==> src/rtl/mem_access_unit.sv <==
// mem_access_unit: MEM-stage data-memory interface for the RV32I core.
// Performs one cache access per request. It formats store lanes and byte
// enables, extends load data, and stalls the pipeline until the access completes.
module mem_access_unit (
  input  logic        clk,
  input  logic        rst_n,
  input  logic        req_valid,
  input  logic        req_read,
  input  logic        req_write,
  input  logic [1:0]  store_type,
  input  logic [1:0]  load_type,
  input  logic        load_unsigned,
  input  logic [31:0] addr,
  input  logic [31:0] wdata,
  output logic        stall,
  output logic        done,
  output logic        misaligned,
  output logic [31:0] load_data,
  output logic        mem_read,
  output logic        mem_write,
  output logic [31:0] mem_address,
  output logic [3:0]  mem_byte_enable,
  output logic [31:0] mem_wdata,
  input  logic        mem_resp,
  input  logic [31:0] mem_rdata
);

  typedef enum logic [1:0] {IDLE, BUSY, DONE} state_t;

  state_t      state_q, state_d;
  logic        mem_read_q, mem_read_d;
  logic        mem_write_q, mem_write_d;
  logic [31:0] mem_address_q, mem_address_d;
  logic [3:0]  mem_be_q, mem_be_d;
  logic [31:0] mem_wdata_q, mem_wdata_d;
  logic        mis_q, mis_d;
  logic [31:0] load_data_q, load_data_d;
  logic [1:0]  ltype_q, ltype_d;
  logic        luns_q, luns_d;
  logic [1:0]  off_q, off_d;

  logic        req_go;
  logic        is_store;
  logic [1:0]  acc_type;
  logic        acc_mis;

  // Type encoding shared by loads and stores: 1=byte, 2=half, 0/3=word.
  function automatic logic is_misaligned(input logic [1:0] typ, input logic [1:0] off);
    case (typ)
      2'd1:    return 1'b0;
      2'd2:    return off[0];
      default: return (off != 2'b00);
    endcase
  endfunction

  function automatic logic [3:0] store_be(input logic [1:0] typ, input logic [1:0] off);
    case (typ)
      2'd1:    return 4'b0001 << off;
      2'd2:    return 4'b0011 << off;
      default: return 4'b1111;
    endcase
  endfunction

  function automatic logic [31:0] store_data(input logic [1:0] typ, input logic [31:0] d);
    case (typ)
      2'd1:    return {4{d[7:0]}};
      2'd2:    return {2{d[15:0]}};
      default: return d;
    endcase
  endfunction

  function automatic logic [31:0] load_format(input logic [1:0] typ, input logic uns,
                                              input logic [1:0] off, input logic [31:0] rd);
    logic signed [7:0]  b;
    logic signed [15:0] h;
    logic signed [31:0] ext;
    case (off)
      2'd0:    b = rd[7:0];
      2'd1:    b = rd[15:8];
      2'd2:    b = rd[23:16];
      default: b = rd[31:24];
    endcase
    h = off[1] ? rd[31:16] : rd[15:0];
    case (typ)
      2'd1: begin
        ext = b;
        return uns ? {24'b0, b} : ext;
      end
      2'd2: begin
        ext = h;
        return uns ? {16'b0, h} : ext;
      end
      default: return rd;
    endcase
  endfunction

  assign req_go   = req_valid & (req_read | req_write);
  assign is_store = req_write;
  assign acc_type = is_store ? store_type : load_type;
  assign acc_mis  = is_misaligned(acc_type, addr[1:0]);

  assign stall           = req_go & (state_q != DONE);
  assign done            = (state_q == DONE);
  assign misaligned      = done & mis_q;
  assign load_data       = load_data_q;
  assign mem_read        = mem_read_q;
  assign mem_write       = mem_write_q;
  assign mem_address     = mem_address_q;
  assign mem_byte_enable = mem_be_q;
  assign mem_wdata       = mem_wdata_q;

  // State and request registers; reset abandons any access in flight.
  always_ff @(posedge clk or negedge rst_n) begin
    if (!rst_n) begin
      state_q       <= IDLE;
      mem_read_q    <= 1'b0;
      mem_write_q   <= 1'b0;
      mem_address_q <= 32'b0;
      mem_be_q      <= 4'b0;
      mem_wdata_q   <= 32'b0;
      mis_q         <= 1'b0;
      load_data_q   <= 32'b0;
      ltype_q       <= 2'b0;
      luns_q        <= 1'b0;
      off_q         <= 2'b0;
    end else begin
      state_q       <= state_d;
      mem_read_q    <= mem_read_d;
      mem_write_q   <= mem_write_d;
      mem_address_q <= mem_address_d;
      mem_be_q      <= mem_be_d;
      mem_wdata_q   <= mem_wdata_d;
      mis_q         <= mis_d;
      load_data_q   <= load_data_d;
      ltype_q       <= ltype_d;
      luns_q        <= luns_d;
      off_q         <= off_d;
    end
  end

  // Next-state logic: accept in IDLE, wait for the cache in BUSY, pulse done.
  always_comb begin
    state_d       = state_q;
    mem_read_d    = mem_read_q;
    mem_write_d   = mem_write_q;
    mem_address_d = mem_address_q;
    mem_be_d      = mem_be_q;
    mem_wdata_d   = mem_wdata_q;
    mis_d         = mis_q;
    load_data_d   = load_data_q;
    ltype_d       = ltype_q;
    luns_d        = luns_q;
    off_d         = off_q;
    case (state_q)
      IDLE: begin
        if (req_go) begin
          if (acc_mis) begin
            // Faulting access completes immediately with no bus traffic.
            mis_d   = 1'b1;
            state_d = DONE;
          end else begin
            mis_d         = 1'b0;
            mem_address_d = {addr[31:2], 2'b00};
            mem_read_d    = ~is_store;
            mem_write_d   = is_store;
            mem_be_d      = is_store ? store_be(store_type, addr[1:0]) : 4'b1111;
            if (is_store) mem_wdata_d = store_data(store_type, wdata);
            ltype_d       = load_type;
            luns_d        = load_unsigned;
            off_d         = addr[1:0];
            state_d       = BUSY;
          end
        end
      end
      BUSY: begin
        if (mem_resp) begin
          mem_read_d  = 1'b0;
          mem_write_d = 1'b0;
          if (mem_read_q) load_data_d = load_format(ltype_q, luns_q, off_q, mem_rdata);
          state_d     = DONE;
        end
      end
      default: state_d = IDLE;
    endcase
  end

endmodule

==> config.mk <==
export PLATFORM = sky130hd
export DESIGN_NAME = mem_access_unit
export DESIGN_NICKNAME = d
export VERILOG_FILES = /design/src/rtl/mem_access_unit.sv
export SDC_FILE = /design/constraint.sdc
export NUM_CORES = 1
export LEC_CHECK = 0
export BUFFER_PORTS_ARGS = -buffer_cell sky130_fd_sc_hd__buf_2
export CAP_MARGIN = 25
export CORE_ASPECT_RATIO = 0.9
export CORE_UTILIZATION = 30
export CTS_CLUSTER_DIAMETER = 100
export DETAILED_ROUTE_END_ITERATION = 8
export SYNTH_ARGS = -nofsm -noshare
export SYNTH_HDL_FRONTEND = slang
export SYNTH_SLANG_ARGS = --single-unit
==> constraint.sdc <==
create_clock -name clk -period 3 [get_ports clk]
set_input_delay 0.3 -clock clk [delete_from_list [all_inputs] [get_ports clk]]
set_output_delay 0.3 -clock clk [all_outputs]
set_load 0.1 [all_outputs]
# == Yosys cells after proc, flatten, opt, wreduce, memory -nomap -nowiden ==
# Cells that the tools add are included.
# word_totals
reg_bits,108
elab_cells,65
inputBits,107
out_inout_bits,105
# op_classes
muxes,22
bitwise_logic,6
shift,2
eq_ne,14
n_reduce_logical,10
# op_table
operator,count
$pmux W32 S2,2
$mux W32,2
$pmux W8 S3,1
$mux W16,1
$eq A2 B1 Y1 const B,5
$eq A2 B2 Y1 const B,5
$mux W2,4
$ne A2 B2 Y1 const B,4
$pmux W4 S2,1
$reduce_and A4 Y1,2
$mux W1,6
$pmux W1 S2,3
$reduce_and A3 Y1,2
$logic_not A2 Y1,2
$mux W4,1
$pmux W2 S2,1
$reduce_and A2 Y1,2
$reduce_bool A2 Y1,2
$shl A1 B2 Y4 const A,1
$shl A2 B2 Y4 const A,1
$and A1 B1 Y1,3
$not A1 Y1,2
$or A1 B1 Y1,1

# == Depth between registers and ports, before layout ==
# depth
word_depth,6
depth_mapped,8
depth_no_buf,6

# == Least setup slack after synthesis ==
# No wires, ideal clock.
# synth_path
kind,register to output
start,register state_q[0]
end,output port stall
n_path_buf,0
path_slack_ns,-0.098
stages_incl_launch_ff,3
arrival_time_ns,2.798
t_required_ns,2.700
cell_sequence,dfrtp_1 > nor2b_1 > nor2_1
# synth_between
elab_chain_len,2
# synth_rtl
item,line,source
from (decl),30,"state_t state_q, state_d;"
from (signal assigned),127,state_q <= state_d;
$ne A2 B2 Y1,102,assign stall = req_go & (state_q != DONE);
$and A1 B1 Y1,102,
to (decl),15,"output logic stall,"
# No other way between the ends.

# == Worst setup path after layout ==
# layout_path
start,register ltype_q[1]
end,"register load_data_q[18], in the netlist load_data[18]"
# layout_between
elab_chain_len,2
elab_cells_between_ends,3
cone_classes,eq/ne: 2; mux: 1
# layout_rtl
item,line,source
from (decl),38,"logic [1:0] ltype_q, ltype_d;"
from (signal assigned),135,ltype_q <= ltype_d;
$eq A2 B2 Y1 or $eq A2 B1 Y1 (tied branches),-,
$pmux W32 S2 *,84,case (typ)
to (signal assigned),134,load_data_q <= load_data_d;
to (decl),37,"logic [31:0] load_data_q, load_data_d;"
# Mark *: on every way between the ends. The rest lies on a longest branch, timed or not.
# A chain may end at the register's enable or synchronous reset.

==> results by group <==
Clocking
  – TritonCTS Buffers: 9
  – Clock Tree Buf Depth: 2
  – CTS Sinks: 108
  – # Post-CTS Setup Buffers: 0
  – Worst skew pair latency: 0.35 ns
  – Clock slew at reported path FFs: 0.08 ns
  – Hold buffer count at CTS: 1
  – Post_cts resized: 0
  – CTS tree: built
  – Root buf cell: clkbuf_16
  – H-Tree Level Count: 3

STA
  – RSZ-0062 raised after global routing: false
  – Setup TNS: 0 ns
  – Finish-stage setup viols: 0
  – Achievable Freq: 459 MHz
  – Tightest Pin Transition: 0.853 ns
  – Hold Vio Cnt, Final: 0
  – Period minus WS final: 2.18 ns
  – Post-route clock period utilization: 0.726
  – Skew final: 0.00736 ns
  – Slew Limit Headroom: 0.432
  – Pins Over Slew Limit: 0

Synthesis
  – Syn. warnings: 0
  – Cells after Synth: 453
  – Largest family of logic cells by synthesized area: multiplexers
  – Mapped Area: 0.00512 sq mm
  – Compound-Gate Fraction of Synth Area: 0.123
  – Adder-Cell Fraction of Synth Area: 0.0122
  – Synth Area in Simple Gates: 0.0912
  – Ys flop type: dfrtp_1
  – Post-synthesis xor/xnor area fraction: 0
  – Post-synthesis mux area share: 0.183
  – Avg Synthesized Cell Area: 11.3 sq um
  – Number of synthesized register bits: 108
  – Seq/Total Area, Yosys: 0.528
  – Post-synth EDFFs: 0
  – Post-synth ARST share: 1.00
  – Distinct cells, synth: 38

Min path
  – Worst hold-check path type: in2reg
  – Hold Crit Endpoint: state_q[0]$_DFFE_PN0P_
  – Hold path cells: 2
  – Hold_sp: mem_resp

Setup path
  – Slowest cell delay on critical path: 0.53 ns
  – Crit end category: flop
  – Critical path class: reg2reg
  – Worst flop-to-flop path endpoint: load_data[18]$_DFFE_PN0P_
  – Startpoint types: flop
  – R2R depth: 6
  – R2R Path Start: ltype_q[1]$_DFFE_PN0P_
  – CP max FO: 16
  – R2R setup slack: 0.82 ns
  – CP arrival: 2.44 ns
  – Critical path, cell by cell: inv_1, ha_1, nand2_1, o22ai_1, o2111ai_2, nand3_1
  – Critical Path RT: 3.27 ns
  – Worst path slowest cell: o2111ai_2

Floorplanning
  – Core Footprint: 0.0164 sq mm
  – Die H: 126 um
  – Die span in x: 140 um
  – Rows: 44
  – # IOs: 212
  – Die ar.: 0.0176 sq mm
  – Initial Utilization: 0.312

Finish
  – Commonest non-fill, non-tap cell in the layout: buf_2
  – Layout cell share with drive strength beyond 1: 0.484
  – Commonest cells after routing, fill and taps aside: buf_2 (208), dfrtp_1 (108), mux2_2 (75), nand2_1 (39), nand3_1 (38)
  – Fin nets: 764
  – Syn-to-layout area delta: 30.1%
  – N_diodes: 0

Drt
  – DR vias: 4297
  – Routed vias/inst: 4.97
  – Routed WL: 14100 um
  – Wirelength per Cell: 16.3 um
  – Number of remaining DRC errors: 0
  – DRT antenna net count: 0
  – 1st-iter DRT viols: 148
  – TritonRoute pass-1 iters: 4

Status
  – Outcome: complete, no violations

Global route
  – Initial antenna violation count: 0
  – Global routing met1 resource utilization: 0.200
  – Vias in the first global route: 4327
  – Met2 usage: 0.285
  – Largest net degree at the start of global routing: 80
  – Overall Global Routing Usage: 0.163
  – Overflow after GRT: 0
  – First-pass GRT wire length: 22600 um
  – Gr busiest metal: met2
  – Global Route met3 Usage: 0.0361

Flow run
  – # Max-Cap Violations: 0

Place
  – DPL Wire Length: 10400 um
  – RD Place Congestion: 0.804
  – IO buf count: 209
## area by class of cell
cell class / instances / area, sq um
clock buffer: 9 / 225
clock inverter: 7 / 92.6
fill: 1615 / 9750
inverter: 32 / 120
multi-input combinational: 282 / 2110
sequential: 108 / 2700
tap: 207 / 259
timing repair buffer: 219 / 1150
## synthesized netlist by cell type, types with 2 or more instances
library cell  instances  share of area
a21oi_1              25          0.024
nand2b_1              2         0.0024
o21ai_0              18          0.018
dfrtp_1             108           0.53
nor2b_1               2         0.0024
nand2_1              39          0.029
a22o_1               14          0.024
nand3_1              38          0.037
mux2_1                3         0.0066
o22ai_1               8         0.0098
inv_1                32          0.023
buf_2                 5         0.0049
ha_1                  5          0.012
mux2_2               75           0.17
a211oi_1              2         0.0029
nor2_1                8         0.0059
and2_1                2         0.0024
a221oi_1              8          0.014
a22oi_1               8          0.012
mux2i_1               6          0.012
clkbuf_1             15          0.011
buf_4                 2         0.0029
buf_6                 8          0.018
or2_2                 2         0.0024
a2bb2oi_1             4         0.0068
buf_1                 2         0.0015
## cells by family (layout without fill, tap and decap cells)
logic type,count (synthesis),count (layout)
buffers and inverters,64,267
other,1,2
flip-flops,108,108
AND/OR/NAND/NOR,98,98
AO/OA/AOI/OAI,93,93
adder cells (fa/ha/maj),5,5
multiplexers,84,84
## worst max-delay path by stage
stage | startpoint | endpoint | slack [ns] | depth (start not counted)
CTS | ltype_q[1]$_DFFE_PN0P_ | load_data[18]$_DFFE_PN0P_ | 0.80 | 6
floorplan | state_q[0]$_DFFE_PN0P_ | misaligned | 0.56 | 2
global placement | req_write | mem_wdata[12]$_DFFE_PN0P_ | 0.53 | 8
finish | ltype_q[1]$_DFFE_PN0P_ | load_data[18]$_DFFE_PN0P_ | 0.82 | 6
detailed placement | req_write | mem_address[27]$_DFFE_PN0P_ | 0.49 | 8
global route | ltype_q[1]$_DFFE_PN0P_ | load_data[28]$_DFFE_PN0P_ | 0.68 | 6
## metal layers
layer | up-vias | wire (um) | part of all wire
met5 | - | 0 | 0
met4 | 0 | 194 | 0.014
met3 | 16 | 878 | 0.062
met2 | 164 | 7020 | 0.50
met1 | 2116 | 6020 | 0.43
li1 | 2001 | - | -
## state kept, by name, indices dropped and copies added, names as in the netlist
register / count
load_data: 32
mem_wdata: 32
mem_address: 30
mem_byte_enable: 4
ltype_q: 2
off_q: 2
state_q: 2
luns_q: 1
mem_read: 1
mem_write: 1
mis_q: 1
## metrics by stage
stage	util	cell area (sq um)	setup WS [ns]	instances	hold slack [ns]
floorplan	-	5120	0.564	454	0.00441
global placement	0.386	6330	0.534	847	0.246
detailed placement	0.386	6330	0.485	847	0.256
CTS	0.406	6660	0.804	864	0.146
global route	0.406	6660	0.676	864	0.160
finish	0.406	6660	0.823	864	0.174
## critical path: cells and delay by family (launching register included)
kind	cells	cell delay, ns
AND/OR/NAND/NOR	2	0.34
AO/OA/AOI/OAI	2	0.85
buffers and inverters	1	0.06
flip-flops	1	0.41
adder cells (fa/ha/maj)	1	0.42
Power is not shown: default switching activity piles up to over one toggle a cycle in this logic, so the estimate is an artifact.
